==> src/rtl/mmu_responder.sv <==
`default_nettype none
// ============================================================================
// Module      : mmu_responder
// Description : Captures instruction/data requests and serves them over one
//               backing bus in write, data-read, instruction-read order.
// Revision    : 1.0 - initial release
// ============================================================================
module mmu_responder #(
  parameter int TIMEOUT = 255
) (
  input  logic        clk,
  input  logic        rst_n,
  input  logic        inst_rden,
  input  logic [31:0] inst_riaddr,
  output logic        inst_rvalid,
  output logic [31:0] inst_roaddr,
  output logic [31:0] inst_rdata,
  input  logic        data_rden,
  input  logic [31:0] data_riaddr,
  output logic        data_rvalid,
  output logic [31:0] data_roaddr,
  output logic [31:0] data_rdata,
  input  logic        data_wren,
  input  logic [31:0] data_waddr,
  input  logic [31:0] data_wdata,
  output logic        mem_wait,
  output logic        mem_req,
  output logic        mem_we,
  output logic [31:0] mem_addr,
  output logic [31:0] mem_wdata,
  input  logic        mem_ack,
  input  logic [31:0] mem_rdata,
  output logic        bus_err
);

  typedef enum logic [2:0] {
    IDLE  = 3'd0,
    WRITE = 3'd1,
    DREAD = 3'd2,
    IREAD = 3'd3,
    RESP  = 3'd4
  } state_t;

  localparam logic [7:0] c_tmo_last = 8'(TIMEOUT - 1);

  state_t      r_state, w_state;
  logic        r_pend_w, r_pend_d, r_pend_i;
  logic        w_pend_w, w_pend_d, w_pend_i;
  logic [31:0] r_w_addr, r_w_data, r_d_addr, r_i_addr;
  logic [31:0] w_w_addr, w_w_data, w_d_addr, w_i_addr;
  logic [31:0] r_d_res, r_i_res, w_d_res, w_i_res;
  logic [7:0]  r_cnt, w_cnt;
  logic        w_capture, w_timeout, w_done, w_access;
  logic [31:0] w_mem_addr, w_mem_wdata;

  logic        r_mem_req, r_mem_we, r_mem_wait, r_bus_err;
  logic [31:0] r_mem_addr, r_mem_wdata;
  logic        r_inst_rvalid, r_data_rvalid;
  logic [31:0] r_inst_roaddr, r_inst_rdata, r_data_roaddr, r_data_rdata;

  always_comb begin
    w_state   = r_state;
    w_pend_w  = r_pend_w;
    w_pend_d  = r_pend_d;
    w_pend_i  = r_pend_i;
    w_w_addr  = r_w_addr;
    w_w_data  = r_w_data;
    w_d_addr  = r_d_addr;
    w_i_addr  = r_i_addr;
    w_d_res   = r_d_res;
    w_i_res   = r_i_res;
    w_cnt     = r_cnt;
    w_timeout = 1'b0;
    w_done    = 1'b0;
    w_capture = ((r_state == IDLE) || (r_state == RESP)) &&
                (inst_rden || data_rden || data_wren);

    case (r_state)
      IDLE, RESP: begin
        if (w_capture) begin
          w_pend_w = data_wren;
          w_pend_d = data_rden;
          w_pend_i = inst_rden;
          if (data_wren) begin
            w_w_addr = data_waddr;
            w_w_data = data_wdata;
          end
          if (data_rden) w_d_addr = data_riaddr;
          if (inst_rden) w_i_addr = inst_riaddr;
          w_state = data_wren ? WRITE : (data_rden ? DREAD : IREAD);
        end else begin
          w_pend_w = 1'b0;
          w_pend_d = 1'b0;
          w_pend_i = 1'b0;
          w_state  = IDLE;
        end
      end
      WRITE, DREAD, IREAD: begin
        w_timeout = !mem_ack && (r_cnt == c_tmo_last);
        w_done    = mem_ack || w_timeout;
        if (!w_done) w_cnt = r_cnt + 8'd1;
        // A timed-out read returns zero rather than whatever the bus shows.
        if (w_done && (r_state == DREAD)) w_d_res = mem_ack ? mem_rdata : 32'h0;
        if (w_done && (r_state == IREAD)) w_i_res = mem_ack ? mem_rdata : 32'h0;
        if (w_done) begin
          if ((r_state == WRITE) && r_pend_d)      w_state = DREAD;
          else if ((r_state != IREAD) && r_pend_i) w_state = IREAD;
          else                                     w_state = RESP;
        end
      end
      default: w_state = IDLE;
    endcase

    if (w_done || w_capture) w_cnt = 8'd0;

    w_access    = (w_state == WRITE) || (w_state == DREAD) || (w_state == IREAD);
    w_mem_addr  = r_mem_addr;
    w_mem_wdata = r_mem_wdata;
    case (w_state)
      WRITE: begin
        w_mem_addr  = w_w_addr;
        w_mem_wdata = w_w_data;
      end
      DREAD:   w_mem_addr = w_d_addr;
      IREAD:   w_mem_addr = w_i_addr;
      default: ;
    endcase
  end

  always_ff @(posedge clk or negedge rst_n) begin
    if (!rst_n) begin
      r_state       <= IDLE;
      r_pend_w      <= 1'b0;
      r_pend_d      <= 1'b0;
      r_pend_i      <= 1'b0;
      r_w_addr      <= 32'h0;
      r_w_data      <= 32'h0;
      r_d_addr      <= 32'h0;
      r_i_addr      <= 32'h0;
      r_d_res       <= 32'h0;
      r_i_res       <= 32'h0;
      r_cnt         <= 8'd0;
      r_mem_req     <= 1'b0;
      r_mem_we      <= 1'b0;
      r_mem_wait    <= 1'b0;
      r_mem_addr    <= 32'h0;
      r_mem_wdata   <= 32'h0;
      r_bus_err     <= 1'b0;
      r_inst_rvalid <= 1'b0;
      r_inst_roaddr <= 32'h0;
      r_inst_rdata  <= 32'h0;
      r_data_rvalid <= 1'b0;
      r_data_roaddr <= 32'h0;
      r_data_rdata  <= 32'h0;
    end else begin
      r_state     <= w_state;
      r_pend_w    <= w_pend_w;
      r_pend_d    <= w_pend_d;
      r_pend_i    <= w_pend_i;
      r_w_addr    <= w_w_addr;
      r_w_data    <= w_w_data;
      r_d_addr    <= w_d_addr;
      r_i_addr    <= w_i_addr;
      r_d_res     <= w_d_res;
      r_i_res     <= w_i_res;
      r_cnt       <= w_cnt;
      r_mem_req   <= w_access;
      r_mem_wait  <= w_access;
      r_mem_we    <= (w_state == WRITE);
      r_mem_addr  <= w_mem_addr;
      r_mem_wdata <= w_mem_wdata;
      r_bus_err   <= w_timeout;
      // Response registers load only as RESP is entered and hold otherwise.
      r_data_rvalid <= (w_state == RESP) && w_pend_d;
      r_inst_rvalid <= (w_state == RESP) && w_pend_i;
      if ((w_state == RESP) && w_pend_d) begin
        r_data_roaddr <= w_d_addr;
        r_data_rdata  <= w_d_res;
      end
      if ((w_state == RESP) && w_pend_i) begin
        r_inst_roaddr <= w_i_addr;
        r_inst_rdata  <= w_i_res;
      end
    end
  end

  assign mem_req     = r_mem_req;
  assign mem_we      = r_mem_we;
  assign mem_wait    = r_mem_wait;
  assign mem_addr    = r_mem_addr;
  assign mem_wdata   = r_mem_wdata;
  assign bus_err     = r_bus_err;
  assign inst_rvalid = r_inst_rvalid;
  assign inst_roaddr = r_inst_roaddr;
  assign inst_rdata  = r_inst_rdata;
  assign data_rvalid = r_data_rvalid;
  assign data_roaddr = r_data_roaddr;
  assign data_rdata  = r_data_rdata;

endmodule
`default_nettype wire
==> config.mk <==
export PLATFORM = sky130hd
export DESIGN_NAME = mmu_responder
export DESIGN_NICKNAME = d
export VERILOG_FILES = /design/src/rtl/mmu_responder.sv
export SDC_FILE = /design/constraint.sdc
export NUM_CORES = 1
export LEC_CHECK = 0
export ABC_AREA = 1
export BUFFER_PORTS_ARGS = -buffer_cell sky130_fd_sc_hd__buf_2
export CORE_MARGIN = 2
export CORE_UTILIZATION = 54
export CTS_CLUSTER_SIZE = 30
export DETAILED_ROUTE_END_ITERATION = 8
export PLACE_DENSITY = 0.8
export SKIP_LAST_GASP = 1
export SLEW_MARGIN = 20
export SYNTH_ARGS = -nofsm -noshare
export SYNTH_HDL_FRONTEND = slang
export SYNTH_SLANG_ARGS = --single-unit
export TNS_END_PERCENT = 30
==> constraint.sdc <==
create_clock -name clk -period 2.55 [get_ports clk]
set_input_delay 0.3825 -clock clk [delete_from_list [all_inputs] [get_ports clk]]
set_output_delay 0.3825 -clock clk [all_outputs]
set_load 0.02 [all_outputs]
==> flow_summary.toml <==
[global_routing]
busiest_layer = "met2"
grtUsageMet1_pct = 37.97
grt_max_degree = 104
grt_usage_pct = 28.13
grt_pass1_vias = 12943
grt_use_met2_pct = 43.85
antenna_found_initial = 12
met3_usage_pct = 7.460
grt_pass1_wl_mm = 69.30
grt_remaining_overflow = 0

[die]
die_y_um = 178.3
initial_utilization_pct = 55.09
core-area_um2 = 29800
rows = 63
io_pins = 364
die_area_um2 = 31810
die_x_um = 178.3

[final_layout]
nFillCells = 2293
fin_util_pct = 67.31
seq_area_um2 = 10060
drive_above_1_share_pct = 30.67
final_area_um2 = 20060
area_growth_pct = 22.20
nets = 2149
fin_cells = 2411
multiInputGateArea_um2 = 5266

[synth]
ys_seq_elements = 402
yosysUniqueCellTypes = 31
syn_area_per_cell_um2 = 10.03
yosys_warnings = 0
synth.mux.area_fraction_pct = 8.164
synth_nets = 1804
synthesis.area_um2 = 16410
yosys.area_share.simple_pct = 16.35
synthXorXnorAreaFrac_pct = 0.05336
syn_inst = 1636
synthAdderAreaFrac_pct = 0.1525
ys_seq_area_share_pct = 61.29
synth_top_family_by_area = "simple AND/OR/NAND/NOR gates"
synth_compound_area_share_pct = 7.227

[timing]
finalSetupViolations = 0
period_share_pct = 93.06
setup_ws_ps = 177.0
relSlewSlack_pct = 56.74
tightestPinTransition_ps = 648.9
clock_skew_ps = 15.19
finalSetupTns_ps = 0
max_freq_mhz = 421.4
hold_viol = 0
rsz0062_at_grt = "false"
min_period_ps = 2373
slew_viol_final = 0

[routing]
ant_nets = 0
vias_per_cell = 5.311
drt_iter0_markers = 1114
wl_mm = 44.50
num_vias = 12805
drc_errors = 0
drt_pass1_iterations = 6
wl_per_cell_um = 18.46

[power]
comb_power_share_pct = 42.9
p_switching_uw = 12050
clock_power_share_pct = 21.0
p_seq_share_pct = 36.2
p_leak_uw = 0.01013
ir_drop_v = 0.0008035
internal-power_uw = 17350
p_sw_share_pct = 40.98
power_density_nw_per_um2 = 1466

[clocking]
cts_root_buffer = "clkbuf_16"
cts_made_buffers = 42
post_cts_buffers = 0
cts_tree = "yes"
clk_pin_slew_ps = 60
cts-resized-gates = 0
htreeDepth = 2
clkLatencyLatePin_ps = 540
cts_buffer_depth = 3
hold_buffers = 1
cts_sinks = 402

[placed_design]
post-dp-hpwl_mm = 30.31
numPortBuffers = 363
place_ws_ps = 243.3
numPlacedInstances = 2326
routabilityCongestion = 0.8618
placed_cell_area_um2 = 18630

[outcome]
status = "completed"

[setup_path]
crit_type = "flop to flop"
worstPathRequired_ps = 2970
cp.arrival_ps = 2790
crit_path_end_kind = "flop"
cp-start-kind = "flop"
path_max_fanout = 65

[job]
max_cap_violations = 0

[hold_path]
hp-class = "input pin to flop"
==> power groups by stage <==
| stage | Clock (uW) | Combinational [uW] | Sequential, uW |
|---|---|---|---|
| after floorplan | 0 | 6850 | 12200 |
| after global placement | 0 | 12100 | 10500 |
| after detailed placement | 0 | 12500 | 10700 |
| after CTS | 6250 | 12600 | 10600 |
| after global routing | 6540 | 13900 | 10900 |
| final | 6170 | 12600 | 10600 |
==> area by class of cell <==
class / instances / area share (%)
flip-flops and latches: 402 / 50.16
multi-input cells: 994 / 26.26
repair buffers: 396 / 11.35
clock buffers: 58 / 5.995
inverters: 145 / 2.714
well taps: 390 / 2.433
clock inverters: 17 / 0.9794
diodes: 9 / 0.1123
==> cell usage after synthesis <==
| master | count | area (um^2) |
|---|---|---|
| nand2_1 | 415 | 1558 |
| dfrtp_1 | 402 | 10060 |
| inv_1 | 140 | 525.5 |
| o21ai_0 | 140 | 700.7 |
| mux2_2 | 119 | 1340 |
| nor2_1 | 105 | 394.1 |
| o21ai_1 | 86 | 430.4 |
| nand3_1 | 82 | 410.4 |
| buf_2 | 41 | 205.2 |
| buf_4 | 24 | 180.2 |
| clkbuf_1 | 21 | 78.83 |
| nand2_2 | 12 | 75.07 |
| buf_6 | 9 | 101.4 |
| a21oi_1 | 5 | 25.02 |
| inv_2 | 5 | 18.77 |
| nand3_2 | 3 | 30.03 |
| nor2_2 | 3 | 18.77 |
| nor2_4 | 3 | 33.78 |
| o21a_1 | 3 | 22.52 |
| ha_1 | 2 | 25.02 |
| nand2_4 | 2 | 22.52 |
| nand4_1 | 2 | 12.51 |
| nand4_4 | 2 | 42.54 |
| nor3_1 | 2 | 10.01 |
| nor3b_2 | 2 | 25.02 |
| a211oi_1 | 1 | 7.510 |
| nand2_8 | 1 | 20.02 |
| nand3_4 | 1 | 17.52 |
| nor3b_1 | 1 | 7.510 |
| nor4_1 | 1 | 6.260 |
| xor2_1 | 1 | 8.760 |
==> cells in the final DEF, fill, tap and decap left out, types with 4 or more instances in the layout <==
cell	Yosys	layout
clkbuf_16	0	43
inv_2	5	5
nand2_2	12	13
buf_12	0	16
nor2_1	105	105
nand2_1	415	413
clkbuf_1	21	8
buf_2	41	362
a21oi_1	5	5
dfrtp_1	402	402
o21ai_1	86	86
mux2_2	119	119
inv_1	140	140
bufinv_16	0	4
buf_4	24	16
o21ai_0	140	140
nand3_1	82	82
clkinv_2	0	9
clkbuf_8	0	7
diode_2	0	9
==> logic make-up after synthesis <==
group,after synthesis
buf+inv,240
simple gates,637
fa+ha+maj,2
compound gates,235
mux,119
xor+xnor,1
flops,402
==> critical path, cell delays in order (launching register included) <==
cell and delay (ps):
dfrtp_1 540, nor2_4 320, nand2_2 260, o21a_1 260, nand2_1 110, nor2_4 70
nand2_2 90, buf_12 280, nand2_1 100, nor2_1 160, nor2_1 70
==> stage by stage <==
stage / power, uW / hold slack (ps)
detailed placement: 23140 / 382.7
finish: 29400 / 97.22
CTS: 29480 / 88.92
global route: 31330 / 89.67
global placement: 22600 / 376.9
floorplan: 19040 / 86.91
==> final timing paths <==
path / from / endpoint / slack, ps / cells past startpoint
max: r_state[1] / mem_addr[19] / 180 / 10
min reg2reg: r_w_data[2] / r_w_data[2] / 500 / 1
max in group asynchronous: rst_n / mem_addr[27] / 1260 / 3
min in group asynchronous: rst_n / inst_rdata[14] / 400 / 2
min: data_waddr[26] / r_w_addr[26] / 100 / 2
max reg2reg: r_state[1] / mem_addr[19] / 180 / 10
==> state kept, by name, summed over array words and instances, names as in the netlist, 3 cells and up <==
signal and flops:
r_d_res 32, mem_addr 32, r_state 3, r_w_data 32, r_i_res 32, r_d_addr 32, data_rdata 32, r_cnt 8
data_roaddr 32, r_i_addr 32, mem_wdata 32, r_w_addr 32, inst_rdata 32, inst_roaddr 32
==> routing by layer <==
metal / share of wire (%) / wire length (um)
met5: 0.099 / 44
met4: 3.6 / 1588
met3: 8.3 / 3672
met2: 47 / 20870
met1: 41 / 18330
Note: power is estimated with default switching activity, not from simulation.
